==> src/rtl/mem_access_unit_if.sv <==
// mem_access_unit_if: bundles the request/response handshake, memory-system
// bus and result registers of mem_access_unit.
//   slave  : the mem_access_unit side (drives ready/resp/mem/IR/MDR)
//   master : the control/datapath + memory-system side (drives req_*,
//            resp_ready and the combinational read data)
interface mem_access_unit_if #(
  parameter int unsigned DATA_WIDTH = 32
);
  logic                  req_valid;
  logic                  req_ready;
  logic [1:0]            req_op;
  logic [DATA_WIDTH-1:0] req_addr;
  logic [DATA_WIDTH-1:0] req_wdata;
  logic [DATA_WIDTH-1:0] mem_Address_o;
  logic [DATA_WIDTH-1:0] mem_Write_Data_o;
  logic                  mem_Enable_o;
  logic [DATA_WIDTH-1:0] mem_Read_Data_i;
  logic                  resp_valid;
  logic                  resp_ready;
  logic                  resp_fault;
  logic [DATA_WIDTH-1:0] IR_o;
  logic [DATA_WIDTH-1:0] MDR_o;

  modport slave (
    input  req_valid, req_op, req_addr, req_wdata, mem_Read_Data_i, resp_ready,
    output req_ready, mem_Address_o, mem_Write_Data_o, mem_Enable_o,
           resp_valid, resp_fault, IR_o, MDR_o
  );

  modport master (
    output req_valid, req_op, req_addr, req_wdata, mem_Read_Data_i, resp_ready,
    input  req_ready, mem_Address_o, mem_Write_Data_o, mem_Enable_o,
           resp_valid, resp_fault, IR_o, MDR_o
  );
endinterface

==> src/rtl/mem_access_unit.sv <==
// mem_access_unit: sequences one fetch/load/store into the unified memory
// system, checks alignment and region, and latches the result into IR/MDR.
// Ports:
//   clk   - system clock, rising edge
//   reset - asynchronous, active-high reset
//   bus   - mem_access_unit_if.slave (request, response, memory bus, IR/MDR)
//
// state    | meaning
// ---------+---------------------------------------------------------------
// S_IDLE   | ready for a request (req_ready = 1)
// S_ACCESS | single memory access cycle; write enable only for stores
// S_RESP   | response held (resp_valid = 1) until resp_ready
module mem_access_unit #(
  parameter int unsigned DATA_WIDTH = 32,
  parameter logic [31:0] TEXT_BASE  = 32'h0040_0000,
  parameter int unsigned TEXT_WORDS = 64,
  parameter logic [31:0] DATA_BASE  = 32'h1001_0000,
  parameter int unsigned DATA_WORDS = 64
) (
  input logic             clk,
  input logic             reset,
  mem_access_unit_if.slave bus
);

  localparam logic [1:0] S_IDLE   = 2'd0;
  localparam logic [1:0] S_ACCESS = 2'd1;
  localparam logic [1:0] S_RESP   = 2'd2;

  localparam logic [1:0] OP_FETCH = 2'b00;
  localparam logic [1:0] OP_LOAD  = 2'b01;
  localparam logic [1:0] OP_STORE = 2'b10;

  localparam logic [DATA_WIDTH-1:0] T_BASE = DATA_WIDTH'(TEXT_BASE);
  localparam logic [DATA_WIDTH-1:0] T_END  = DATA_WIDTH'(TEXT_BASE) + DATA_WIDTH'(4 * TEXT_WORDS);
  localparam logic [DATA_WIDTH-1:0] D_BASE = DATA_WIDTH'(DATA_BASE);
  localparam logic [DATA_WIDTH-1:0] D_END  = DATA_WIDTH'(DATA_BASE) + DATA_WIDTH'(4 * DATA_WORDS);

  logic [1:0]            state_q, state_d;
  logic [1:0]            op_q, op_d;
  logic [DATA_WIDTH-1:0] addr_q, addr_d;
  logic [DATA_WIDTH-1:0] wdata_q, wdata_d;
  logic [DATA_WIDTH-1:0] ir_q, ir_d;
  logic [DATA_WIDTH-1:0] mdr_q, mdr_d;
  logic                  fault_q, fault_d;

  logic in_text, in_data, req_fault;

  always_comb begin
    in_text   = (bus.req_addr >= T_BASE) && (bus.req_addr < T_END);
    in_data   = (bus.req_addr >= D_BASE) && (bus.req_addr < D_END);
    req_fault = (bus.req_addr[1:0] != 2'b00);
    case (bus.req_op)
      OP_FETCH: if (!in_text)              req_fault = 1'b1;
      OP_LOAD:  if (!in_text && !in_data)  req_fault = 1'b1;
      OP_STORE: if (!in_data)              req_fault = 1'b1;
      default:                             req_fault = 1'b1;
    endcase
  end

  always_comb begin
    state_d = state_q;
    op_d    = op_q;
    addr_d  = addr_q;
    wdata_d = wdata_q;
    ir_d    = ir_q;
    mdr_d   = mdr_q;
    fault_d = fault_q;
    case (state_q)
      S_IDLE: begin
        if (bus.req_valid) begin
          op_d    = bus.req_op;
          addr_d  = bus.req_addr;
          wdata_d = bus.req_wdata;
          fault_d = req_fault;
          state_d = req_fault ? S_RESP : S_ACCESS;
        end
      end
      S_ACCESS: begin
        if (op_q == OP_FETCH) ir_d  = bus.mem_Read_Data_i;
        if (op_q == OP_LOAD)  mdr_d = bus.mem_Read_Data_i;
        fault_d = 1'b0;
        state_d = S_RESP;
      end
      S_RESP: begin
        if (bus.resp_ready) state_d = S_IDLE;
      end
      default: state_d = S_IDLE;
    endcase
  end

  always_ff @(posedge clk or posedge reset) begin
    if (reset) begin
      state_q <= S_IDLE;
      op_q    <= OP_FETCH;
      addr_q  <= '0;
      wdata_q <= '0;
      ir_q    <= '0;
      mdr_q   <= '0;
      fault_q <= 1'b0;
    end else begin
      state_q <= state_d;
      op_q    <= op_d;
      addr_q  <= addr_d;
      wdata_q <= wdata_d;
      ir_q    <= ir_d;
      mdr_q   <= mdr_d;
      fault_q <= fault_d;
    end
  end

  // Decoded straight from registered state, so reset removes the write
  // enable asynchronously and it can never pulse outside ACCESS.
  assign bus.mem_Enable_o     = (state_q == S_ACCESS) && (op_q == OP_STORE);
  assign bus.req_ready        = (state_q == S_IDLE);
  assign bus.resp_valid       = (state_q == S_RESP);
  assign bus.resp_fault       = fault_q;
  assign bus.mem_Address_o    = addr_q;
  assign bus.mem_Write_Data_o = wdata_q;
  assign bus.IR_o             = ir_q;
  assign bus.MDR_o            = mdr_q;

endmodule
==> src/flat_wrapper.sv <==
// flat-port wrapper written by rule: the top's interface ports become plain ports
module mem_access_unit_flat 
#(
  parameter int unsigned DATA_WIDTH = 32,
  parameter logic [31:0] TEXT_BASE  = 32'h0040_0000,
  parameter int unsigned TEXT_WORDS = 64,
  parameter logic [31:0] DATA_BASE  = 32'h1001_0000,
  parameter int unsigned DATA_WORDS = 64
)
  (clk, reset, bus_req_valid, bus_req_op, bus_req_addr, bus_req_wdata, bus_mem_Read_Data_i, bus_resp_ready, bus_req_ready, bus_mem_Address_o, bus_mem_Write_Data_o, bus_mem_Enable_o, bus_resp_valid, bus_resp_fault, bus_IR_o, bus_MDR_o);
  mem_access_unit_if #(.DATA_WIDTH(DATA_WIDTH)) bus_i ();
  input logic clk;
  input logic reset;
  input wire logic [$bits(bus_i.req_valid)-1:0] bus_req_valid;
  input wire logic [$bits(bus_i.req_op)-1:0] bus_req_op;
  input wire logic [$bits(bus_i.req_addr)-1:0] bus_req_addr;
  input wire logic [$bits(bus_i.req_wdata)-1:0] bus_req_wdata;
  input wire logic [$bits(bus_i.mem_Read_Data_i)-1:0] bus_mem_Read_Data_i;
  input wire logic [$bits(bus_i.resp_ready)-1:0] bus_resp_ready;
  output wire logic [$bits(bus_i.req_ready)-1:0] bus_req_ready;
  output wire logic [$bits(bus_i.mem_Address_o)-1:0] bus_mem_Address_o;
  output wire logic [$bits(bus_i.mem_Write_Data_o)-1:0] bus_mem_Write_Data_o;
  output wire logic [$bits(bus_i.mem_Enable_o)-1:0] bus_mem_Enable_o;
  output wire logic [$bits(bus_i.resp_valid)-1:0] bus_resp_valid;
  output wire logic [$bits(bus_i.resp_fault)-1:0] bus_resp_fault;
  output wire logic [$bits(bus_i.IR_o)-1:0] bus_IR_o;
  output wire logic [$bits(bus_i.MDR_o)-1:0] bus_MDR_o;
  assign bus_i.req_valid = bus_req_valid;
  assign bus_i.req_op = bus_req_op;
  assign bus_i.req_addr = bus_req_addr;
  assign bus_i.req_wdata = bus_req_wdata;
  assign bus_i.mem_Read_Data_i = bus_mem_Read_Data_i;
  assign bus_i.resp_ready = bus_resp_ready;
  assign bus_req_ready = bus_i.req_ready;
  assign bus_mem_Address_o = bus_i.mem_Address_o;
  assign bus_mem_Write_Data_o = bus_i.mem_Write_Data_o;
  assign bus_mem_Enable_o = bus_i.mem_Enable_o;
  assign bus_resp_valid = bus_i.resp_valid;
  assign bus_resp_fault = bus_i.resp_fault;
  assign bus_IR_o = bus_i.IR_o;
  assign bus_MDR_o = bus_i.MDR_o;
  mem_access_unit #(.DATA_WIDTH(DATA_WIDTH), .TEXT_BASE(TEXT_BASE), .TEXT_WORDS(TEXT_WORDS), .DATA_BASE(DATA_BASE), .DATA_WORDS(DATA_WORDS)) u_core (.clk(clk), .reset(reset), .bus(bus_i));
endmodule
==> config.mk <==
export PLATFORM = sky130hd
export DESIGN_NAME = mem_access_unit_flat
export DESIGN_NICKNAME = d
export VERILOG_FILES = /design/src/rtl/mem_access_unit_if.sv /design/src/rtl/mem_access_unit.sv /design/src/flat_wrapper.sv
export SDC_FILE = /design/constraint.sdc
export NUM_CORES = 1
export LEC_CHECK = 0
export CORE_ASPECT_RATIO = 0.8
export CORE_MARGIN = 1
export CORE_UTILIZATION = 43
export CTS_BUF_LIST = sky130_fd_sc_hd__clkbuf_4 sky130_fd_sc_hd__clkbuf_8
export CTS_CLUSTER_SIZE = 16
export DETAILED_ROUTE_END_ITERATION = 10
export PLACE_DENSITY_LB_ADDON = 0.2
export SYNTH_ARGS = -nofsm -noshare
export SYNTH_HDL_FRONTEND = slang
export SYNTH_SLANG_ARGS = --single-unit
==> constraint.sdc <==
create_clock -name clk -period 5.1 [get_ports clk]
set_input_delay 1.02 -clock clk [delete_from_list [all_inputs] [get_ports clk]]
set_output_delay 1.02 -clock clk [all_outputs]
set_load 0.1 [all_outputs]
==> run summary <==
outcome -> complete, but fails checks
failing checks -> DRC
drt pass-1 iters -> 7
nature of the critical path endpoint -> primary output
Resized cells post-CTS -> 0
Max Clk Rate -> 0.2809 GHz
Core Area -> 0.01165 mm^2
Die Wd -> 125.1 um
Sw Pwr -> 1662 uW
Largest delay share family, worst path -> buffers and inverters
clock buffer count from CTS -> 17
Final Cycle Share -> 69.80%
# IOs -> 234
Fin. Hold Viols -> 0
Routed Wire Length -> 12,070 um
DP Wirelength -> 8495 um
DR WL/cell -> 17.12 um
post-layout util -> 68.93%
register bit total from synthesis -> 133
Final Max Slew Viols -> 0
via count of the first global-routing pass -> 3,841
DR iter-0 viols -> 149
CP max stage cell -> clkdlybuf4s50_1
Sw Share -> 44.23%
Post-Route Skew -> 11.96 ps
Starting Density -> 44.72%
clock sink count -> 133
PD cells -> 468.1 mW/mm^2
crit path cell chain -> nand2b_1, nor3b_1, clkdlybuf4s50_1
Final nets -> 647
Gate Count Post-Synth -> 304
Total GRT Usage -> 20.26%
Worst-Margin Slew -> 1021 ps
Min-Delay Path Class -> reg -> reg
DP Area -> 0.007651 mm^2
yosys warns -> 0
Pint -> 2096 uW
post-route cell area -> 0.008029 mm^2
buffers and inverters on the worst path -> 1
die area -> 0.01256 mm^2
Final Non-Filler Cells -> 705
RSZ-0062 raised after global routing -> no
CTS tree -> done
maximum vdd drop -> 0.3721 mV
Pleak -> 0.003558 uW
WP data required -> 4080 ps
gr ovfl total -> 0
ant diodes -> 0
Max-Cap Viols -> 0
Post-CTS Setup Bufs -> 0
post-synth cell types -> 27
Placed Instances -> 674
CP Max Fanout -> 6
IO Port Bufs -> 233
metal1 wirelength -> 4841 um
Seq/Total Area, Yosys -> 63.90%
largest net degree at the start of global routing -> 73
CP max stage delay -> 1190 ps
syn_nets -> 406
number of setup violations in the final report -> 0
top layer in use -> met4
Post-Syn Area -> 0.005209 mm^2
Clock power frac -> 22.6%
CP arrival -> 2540 ps
min Tclk post-route -> 3560 ps
initial antenna violation count -> 0
P&R area growth vs syn -> 54.14%
clock buffer depth -> 2
Worst-path clk slew -> 70 ps
root buf cell -> clkbuf_8
first-pass GRT wire length -> 19,410 um
number of core rows -> 35
drt via density -> 4.857
relative slew slack -> 31.73%
antenna-violating nets left -> 0
die height -> 100.4 um
cts hold-fix bufs -> 0
setup_tns -> 0 ps
share of cells above drive strength 1 -> 29.98%
Skew-Pair Late Insertion Delay -> 420 ps
WS Path Type -> reg -> out
Pwr Total -> 3758 uW
Flop pwr share -> 33.9%
Gate power share -> 43.5%
wire length on met3 -> 1082 um
H-Tree Level Count -> 4
Met2 Wirelength -> 5983 um
DRC viols -> 24
RD Place Congestion -> 0.7471
Critical Path Start Type -> register
Avg Cell Area, Syn -> 17.13 um^2
via count -> 3,424
[layout by cell type, fill, tap and decap left out, drive strengths merged]
master	n
clkdlybuf4s50	233
dfrtp	133
mux2	130
clkbuf	21
clkinv	8
nor4	5
buf	3
nor4b	2
o31ai	2
bufinv	2
nor3b	2
nor2	2
inv	2
nor3	2
nand2b	1
and2	1
nor2b	1
nand4	1
xor2	1
a41oi	1
nand2	1
o21ai	1
o21a	1
a21oi	1
[path summary, 6_finish.rpt]
kind                                startpoint                              end  slack, ps  cells past startpoint
hold / removal             u_core.bus.IR_o[25]              u_core.bus.IR_o[25]        490                      1
hold reg to reg            u_core.bus.IR_o[25]              u_core.bus.IR_o[25]        490                      1
min in group asynchronous                reset  u_core.bus.mem_Write_Data_o[11]       1090                      2
setup reg to reg             u_core.state_q[0]  u_core.bus.mem_Write_Data_o[24]       3070                      3
max in group asynchronous                reset  u_core.bus.mem_Write_Data_o[24]       3130                      3
setup / recovery             u_core.state_q[1]                 bus_mem_Enable_o       1540                      3
[power by group through the flow]
stage,Clock (uW),Sequential [uW],Combinational [uW]
after floorplan,0,2270,241
after global placement,0,1290,1630
after detailed placement,0,1290,1640
after CTS,874,1280,1650
after global routing,916,1290,1680
final,848,1270,1640
[routing by layer]
metal	vias to the layer above	track usage (%)
met1	1708	23.19
met4	0	8.255
met3	15	8.262
met5	-	0
li1	1567	-
met2	134	34.08
[Yosys cell counts]
master / instances / area (um^2)
a21oi_1: 1 / 5.000
a41oi_1: 1 / 8.760
and2_1: 1 / 6.260
buf_2: 4 / 20.02
buf_4: 3 / 22.52
buf_6: 7 / 78.83
dfrtp_1: 133 / 3328
inv_1: 2 / 7.510
mux2_1: 2 / 22.52
mux2_2: 99 / 1115
mux2_4: 29 / 435.4
nand2_1: 1 / 3.750
nand2b_1: 1 / 6.260
nand4_1: 1 / 6.260
nor2_1: 1 / 3.750
nor2_2: 1 / 6.260
nor2b_1: 1 / 6.260
nor3_1: 1 / 5.000
nor3_2: 1 / 10.01
nor3b_1: 1 / 7.510
nor3b_4: 1 / 18.77
nor4_1: 5 / 31.28
nor4b_1: 2 / 17.52
o21a_1: 1 / 7.510
o21ai_0: 1 / 5.000
o31ai_1: 2 / 15.01
xor2_1: 1 / 8.760
[final cells by class]
class | count | area (um^2)
fillers | 838 | 3620
repair buffers | 236 | 2367
well taps | 148 | 185.2
clock inverters | 10 | 107.6
flip-flops and latches | 133 | 3328
clock buffers | 21 | 270.3
multi-input cells | 155 | 1760
inverters | 2 | 10.01
[stage by stage]
stage	hold slack (ps)	setup WS, ps
6_report	490.5	1540
5_1_grt	511.7	1425
4_1_cts	490.0	1495
3_5_place_dp	473.7	1976
3_3_place_gp	469.7	1986
2_1_floorplan	511.3	525.6
[sequential cells by signal, summed over array words and instances (netlist names)]
signal and cells:
u_core.bus.IR_o 32, u_core.bus.MDR_o 32, u_core.bus.mem_Address_o 32, u_core.bus.mem_Write_Data_o 32, u_core.bus.resp_fault 1, u_core.op_q 2
u_core.state_q 2
[worst reg2reg max path, delay by kind of cell (launching register included)]
family        cells  cell delay [ps]
simple gates      2             1020
flops             1              440
mux               1              460
[cells by family after synthesis]
kind of cell | Yosys count | share of synthesized area [%]
flops | 133 | 63.90
simple gates | 18 | 2.474
xor+xnor | 1 | 0.1682
buf+inv | 16 | 2.474
compound gates | 6 | 0.7925
mux | 130 | 30.19
(Power assumes the default switching activity.)
